[src/rtl/mem_arbiter_pkg.sv]
// Shared encodings and defaults for the two-port RAM arbiter.
package mem_arbiter_pkg;

    localparam int AW_DEF = 10;
    localparam int DW_DEF = 32;

    localparam logic P_CPU = 1'b0;
    localparam logic P_DMA = 1'b1;

    typedef enum logic [1:0] {
        IDLE   = 2'd0,
        ACCESS = 2'd1,
        RESP   = 2'd2
    } state_t;

    function automatic logic [1:0] port_onehot(input logic port);
        return port ? 2'b10 : 2'b01;
    endfunction

endpackage

[src/rtl/mem_arbiter_rr_pick2.sv]
// Combinational two-way grant picker: round-robin on ~last, or fixed port-0 priority.
module rr_pick2
    import mem_arbiter_pkg::*;
#(
    parameter int FIXED_PRI = 0
) (
    input  logic [1:0] req,
    input  logic [1:0] mask,
    input  logic       last,
    output logic       valid,
    output logic       winner
);

    logic [1:0] eligible;

    always_comb begin
        eligible = req & ~mask;
        valid    = |eligible;
        winner   = P_CPU;
        case (eligible)
            2'b01:   winner = P_CPU;
            2'b10:   winner = P_DMA;
            2'b11:   winner = (FIXED_PRI != 0) ? P_CPU : ~last;
            default: winner = P_CPU;
        endcase
    end

endmodule

[src/rtl/mem_arbiter.sv]
// Two-requester arbiter for the single-port RAM: IDLE -> ACCESS -> RESP, all outputs registered.
module mem_arbiter
    import mem_arbiter_pkg::*;
#(
    parameter int AW        = AW_DEF,
    parameter int DW        = DW_DEF,
    parameter int FIXED_PRI = 0
) (
    input  logic          clk,
    input  logic          rst_n,
    input  logic          req0,
    input  logic          req1,
    input  logic          we0,
    input  logic          we1,
    input  logic [AW-1:0] addr0,
    input  logic [AW-1:0] addr1,
    input  logic [DW-1:0] wdata0,
    input  logic [DW-1:0] wdata1,
    output logic          ack0,
    output logic          ack1,
    output logic [DW-1:0] rdata0,
    output logic [DW-1:0] rdata1,
    output logic [DW-1:0] mem_dado,
    output logic [AW-1:0] mem_end,
    output logic          mem_write,
    input  logic [DW-1:0] mem_saida
);

    state_t        state;
    logic          owner;
    logic          last;
    logic [1:0]    mask;
    logic          grant_valid;
    logic          grant_port;
    logic [AW-1:0] sel_addr;
    logic [DW-1:0] sel_wdata;
    logic          sel_we;

    // The owner still holds req during its RESP cycle, so it sits out that one decision.
    always_comb begin
        mask      = (state == RESP) ? port_onehot(owner) : 2'b00;
        sel_addr  = (grant_port == P_DMA) ? addr1  : addr0;
        sel_wdata = (grant_port == P_DMA) ? wdata1 : wdata0;
        sel_we    = (grant_port == P_DMA) ? we1    : we0;
    end

    rr_pick2 #(
        .FIXED_PRI(FIXED_PRI)
    ) u_pick (
        .req   ({req1, req0}),
        .mask  (mask),
        .last  (last),
        .valid (grant_valid),
        .winner(grant_port)
    );

    // RAM reads on the mid-cycle negedge, so mem_saida is valid at the end of ACCESS.
    always_ff @(posedge clk or negedge rst_n) begin
        if (!rst_n) begin
            state     <= IDLE;
            owner     <= P_CPU;
            last      <= 1'b1;
            ack0      <= 1'b0;
            ack1      <= 1'b0;
            rdata0    <= '0;
            rdata1    <= '0;
            mem_dado  <= '0;
            mem_end   <= '0;
            mem_write <= 1'b0;
        end else begin
            case (state)
                IDLE: begin
                    if (grant_valid) begin
                        state     <= ACCESS;
                        owner     <= grant_port;
                        last      <= grant_port;
                        mem_end   <= sel_addr;
                        mem_dado  <= sel_wdata;
                        mem_write <= sel_we;
                    end
                end
                ACCESS: begin
                    state     <= RESP;
                    mem_write <= 1'b0;
                    if (owner == P_DMA) begin
                        ack1 <= 1'b1;
                        if (!mem_write) rdata1 <= mem_saida;
                    end else begin
                        ack0 <= 1'b1;
                        if (!mem_write) rdata0 <= mem_saida;
                    end
                end
                RESP: begin
                    ack0 <= 1'b0;
                    ack1 <= 1'b0;
                    if (grant_valid) begin
                        state     <= ACCESS;
                        owner     <= grant_port;
                        last      <= grant_port;
                        mem_end   <= sel_addr;
                        mem_dado  <= sel_wdata;
                        mem_write <= sel_we;
                    end else begin
                        state <= IDLE;
                    end
                end
                default: begin
                    state     <= IDLE;
                    ack0      <= 1'b0;
                    ack1      <= 1'b0;
                    mem_write <= 1'b0;
                end
            endcase
        end
    end

endmodule

[config.mk]
export PLATFORM = sky130hd
export DESIGN_NAME = mem_arbiter
export DESIGN_NICKNAME = d
export VERILOG_FILES = /design/src/rtl/mem_arbiter_pkg.sv /design/src/rtl/mem_arbiter_rr_pick2.sv /design/src/rtl/mem_arbiter.sv
export SDC_FILE = /design/constraint.sdc
export NUM_CORES = 1
export LEC_CHECK = 0
export CAP_MARGIN = 0
export CORE_MARGIN = 1
export CORE_UTILIZATION = 36
export DETAILED_ROUTE_END_ITERATION = 8
export PLACE_DENSITY_LB_ADDON = 0.15
export SLEW_MARGIN = 10
export SYNTH_ARGS = -nofsm -noshare
export SYNTH_HDL_FRONTEND = slang
export SYNTH_SLANG_ARGS = --single-unit
[constraint.sdc]
create_clock -name clk -period 1.67 [get_ports clk]
set_input_delay 0.334 -clock clk [delete_from_list [all_inputs] [get_ports clk]]
set_output_delay 0.334 -clock clk [all_outputs]
set_load 0.02 [all_outputs]
After elaboration in Yosys (flattened, before gate mapping)
Index checks and enable logic that the tools add are counted.
{"block": "op_classes", "n_addsub": 0, "mul": 0, "div": 0, "order_cmp": 0, "n_eq_ne": 8, "shift": 0, "n_mux": 15, "bitwise_logic": 6, "reduce_logical": 8}
{"cell": "$mux 32", "count": 1}
{"cell": "$mux 10", "count": 1}
{"cell": "$eq 2x2->1 const B", "count": 3}
{"cell": "$mux 1", "count": 6}
{"cell": "$mux 2", "count": 3}
{"cell": "$ne 2x2->1 const B", "count": 3}
{"cell": "$pmux 1 s2", "count": 3}
{"cell": "$pmux 2 s3", "count": 1}
{"cell": "$reduce_and 2->1", "count": 3}
{"cell": "$reduce_and 3->1", "count": 2}
{"cell": "$not 1->1", "count": 4}
{"cell": "$reduce_or 2->1", "count": 2}
{"cell": "$and 2x2->2", "count": 1}
{"cell": "$eq 2x1->1 const B", "count": 1}
{"cell": "$logic_not 2->1", "count": 1}
{"cell": "$ne 2x1->1 const B", "count": 1}
{"cell": "$not 2->2", "count": 1}
{"block": "totals", "regBits": 113, "latch_bits": 0, "ram_bits": 0, "rom_bits": 0, "in_bits": 122, "out_inout_bits": 109, "memories": 0}

Logic depth before layout (Yosys ltp)
{"block": "logic_depth", "depth_word": 9, "mapped_depth": 6, "mapped_depth_nobuf": 4}

Modules after synthesis
A second synthesis with hierarchy kept.
{"block": "hier_totals", "cells_unflattened": 299, "area_unflattened_um2": 4789.6}
{"module": "mem_arbiter", "n_inst": 1, "cells_per_inst": 294, "area_per_inst_um2": 4750.8, "seq_area_each_um2": 2829.0}
{"module": "rr_pick2", "n_inst": 1, "cells_per_inst": 5, "area_per_inst_um2": 38.8, "seq_area_each_um2": 0.0}

Worst setup path after synthesis
Ideal clock, no wire load.
{"block": "synth_timing", "kind": "reg2reg", "from": "register state[1]", "to": "register rdata1[0]", "setup_time_ns": 0.125, "arrival_ns": 1.479, "required_time_ns": 1.545, "setup_slack_ns": 0.066, "stages_incl_launch_ff": 5, "n_path_buf": 1, "cell_sequence": "dfrtp_1 -> and2b_1 -> nor3b_2 -> buf_4 -> mux2_2"}
{"block": "synth_via", "elab_chain_len": 2}
{"item": "from (decl)", "line": "mem_arbiter.sv:29", "text": "state_t state;"}
{"item": "from (signal assigned)", "line": "mem_arbiter.sv:60", "text": "state <= IDLE;"}
{"item": "from (signal assigned)", "line": "mem_arbiter.sv:74", "text": "state <= ACCESS;"}
{"item": "from (signal assigned)", "line": "mem_arbiter.sv:83", "text": "state <= RESP;"}
{"item": "$eq 2x1->1", "line": "mem_arbiter.sv:71", "text": "case (state)"}
{"item": "$reduce_and 3->1 (no source line)"}
{"item": "to (signal assigned)", "line": "mem_arbiter.sv:87", "text": "if (!mem_write) rdata1 <= mem_saida;"}
{"item": "to (decl)", "line": "mem_arbiter.sv:22", "text": "output logic [DW-1:0] rdata1,"}
No other way between the ends.
A chain may end at the register's enable or synchronous reset.

Final worst setup path
{"block": "layout_timing", "from": "register state[1]", "to": "register rdata1[4]"}
Same word-level chain as after synthesis.

==> impl_metrics.toml <==
[outcome]
status = "finished with violations"
violations = "negative setup slack"

[final_layout]
utilization_pct = 62.57
area.growth.synth_to_final_pct = 70.09
drive_gt1_share_pct = 19.61
layout.nets = 774
layout_commonest_cell = "clkdlybuf4s50_1"
antenna_cells = 0
fillers = 1065
layout_common_cells = "clkdlybuf4s50_1, dfrtp_1, dlygate4sd2_1, nand2_1, mux2_2"

[sta]
post-route-period-util_pct = 100.9
setup_slack_ns = -0.01420
slew_viol_final = 0
fin_skew_ns = 0.007009
slew_headroom_pct = 73.32
finalHoldViolCount = 0
rsz0062_at_grt = "yes"
worst_slew_pin_slew_ns = 0.4002
finalCriticalPeriod_ns = 1.684
setup_viol = 6
fmax_ghz = 0.5938

[global_routing]
grtUsageTotal_pct = 18.70
grt_overflow = 0
grt_pass1_wl_um = 18930
grt_pass1_vias = 3794
antenna_found_initial = 0
grt_start_max_net_pins = 47

[worst_setup_path]
r2r-start = "state[1]$_DFFE_PN0P_"
cp_max_fo = 6
required_ns = 1.95
cp-end-kind = "register"
cpMostUsedCell = "buf_6"
crit_cells = 6
critPathCapture = "rdata1[4]$_DFFE_PN0P_"
slowest_stage = "dfrtp_2"
critPathKind = "register to register"
r2r_slack_ns = -0.01
worstSetupStartpoint = "state[1]$_DFFE_PN0P_"
reg2reg_to = "rdata1[4]$_DFFE_PN0P_"
startpoint_type = "register"
crit_buf_inv = 3
rr_worst_depth = 6
slowest_delay_ns = 0.42
crit_chain = "and2b_2 > nor3b_4 > buf_6 > buf_6 > clkbuf_16 > mux2_4"
worstPathArrival_ns = 1.96
worst_path_dominant_cell_family = "simple AND/OR/NAND/NOR gates"

[pwr]
vdd_ir_drop_max_mv = 0.8477
power_density_nw_per_um2 = 1973
p_sw_mw = 5.796
seqPwrFrac_pct = 31.5
power_frac_comb_pct = 48.0
power_mw = 15.51
p_int_mw = 9.718
p_leak_nw = 3.509
clkPwrFrac_pct = 20.5
switching_share_pct = 37.36

[synth]
ys_ff_latch = 113
ys_warn_count = 0
syn_nets = 518
synth.distinct_cells = 22
synth_edf_count = 0
async_flop_share_pct = 100.0
syn_inst = 396
netlist_area_um2 = 4623
syn_avg_cell_area_um2 = 11.67
synth_seq_area_share_pct = 61.19
synthFlopType = "dfrtp_1"

[placement]
numPortBuffers = 230
hpwl_um = 8856
gp_congestion = 0.7549

[floorplan]
initial_core_util_pct = 36.78
coreArea_um2 = 12570
fp.dieW_um = 115.3
die_h_um = 115.3
rows = 41
die_area_um2 = 13300
io_pins = 231

[cts]
tritoncts = "yes"
htree_levels = 4
clockBufferDepth = 2
clk_pin_slew_ns = 0.05
cts.sinks = 113
numCtsBuffers = 17
root_buffer = "clkbuf_16"
clock_latency_ns = 0.40

[route]
first_iter_violations = 148
post-route-drc-count = 0
num_vias = 3900
drtAntennaViolNets = 0
drt-total-wl_um = 12550
dr.pass1.iters = 6
vias_per_cell = 4.671
wl_per_cell_um = 15.03

[hold_path]
min_path_type = "input port to asynchronous set/reset pin"

[run]
drv_cap = 0
## metrics by stage
stage / TNS (ns) / area (µm²) / hold slack, ns / instances / worst slack, ns
final: -0.04934 / 7864 / 0.4164 / 835 / -0.01420
after global routing: -0.9202 / 7864 / 0.4495 / 835 / -0.07161
after CTS: -0.06542 / 7715 / 0.4107 / 827 / -0.01461
after detailed placement: -14.12 / 7266 / 0.2890 / 792 / -0.3725
after global placement: -12.39 / 7266 / 0.2883 / 792 / -0.2997
after floorplan: 0 / 4623 / 0.03841 / 396 / 0.06571
## power groups by stage
| stage | sequential (mW) | combinational, mW | clock [mW] |
|---|---|---|---|
| after detailed placement | 4.98 | 8.04 | 0 |
| final | 4.89 | 7.45 | 3.18 |
| after floorplan | 6.57 | 2.48 | 0 |
| after CTS | 4.91 | 7.19 | 3.26 |
| after global routing | 5.09 | 7.98 | 3.39 |
| after global placement | 4.94 | 7.93 | 0 |
## cells by family after synthesis
family	after synthesis	synth area share, %
AO/OA/AOI/OAI	54	8.038
buffers and inverters	27	3.302
flip-flops	113	61.19
multiplexers	64	15.59
AND/OR/NAND/NOR	138	11.88
## routing by layer
layer | track usage, % | vias to the layer above | wire length [µm]
met3 | 7.275 | 14 | 1050
met5 | 0 | - | 0
met4 | 7.446 | 0 | 183
li1 | - | 1874 | -
met2 | 31.22 | 157 | 6197
met1 | 21.55 | 1855 | 5120
## how the worst min path moves through the flow
stage          startpoint                endpoint  depth (start not counted)
6_report            rst_n  rdata1[17]$_DFFE_PN0P_                          2
5_1_grt             rst_n  rdata0[17]$_DFFE_PN0P_                          2
4_1_cts             rst_n  rdata0[17]$_DFFE_PN0P_                          2
3_5_place_dp        rst_n  rdata0[17]$_DFFE_PN0P_                          1
3_3_place_gp        rst_n  rdata0[18]$_DFFE_PN0P_                          1
2_1_floorplan       rst_n        ack0$_DFFE_PN0P_                          0
## Yosys cell counts, types with 2 or more instances
cell type  count  area, µm²
a31oi_1       42      262.8
mux2_2        64      720.7
nand2_1       87      326.6
dfrtp_1      112       2803
nor3b_2        2      25.02
o21ai_0        2      10.01
nor2_1        45      168.9
a211oi_1       2      15.01
buf_4          9      67.56
and2b_1        2      15.01
a21oi_1        3      15.01
inv_1          3      11.26
buf_2         14      70.07
## sequential cells by signal, summed over array words and instances (netlist names)
name	count
rdata0	32
mem_write	1
state	2
rdata1	32
last	1
ack1	1
mem_end	10
ack0	1
mem_dado	32
owner	1
## repair_timing
item,in CTS,in global routing
hold buffers,1,0
pin swaps,1,2
buffers inserted,3,6
endpoints found under the setup margin,137,108
endpoints found under the hold margin,28,0
cloned,1,3
resized for setup,112,22
## layout make-up
type | instances | area, µm² | share of cell area, %
Clock inverter | 7 | 62.56 | 0.7955
Sequential cell | 113 | 2831 | 36.01
Tap cell | 172 | 215.2 | 2.737
Clock buffer | 23 | 457.9 | 5.823
Multi-Input combinational cell | 256 | 1717 | 21.83
Timing Repair Buffer | 261 | 2569 | 32.67
Inverter | 3 | 11.26 | 0.1432
(Power assumes the default switching activity.)
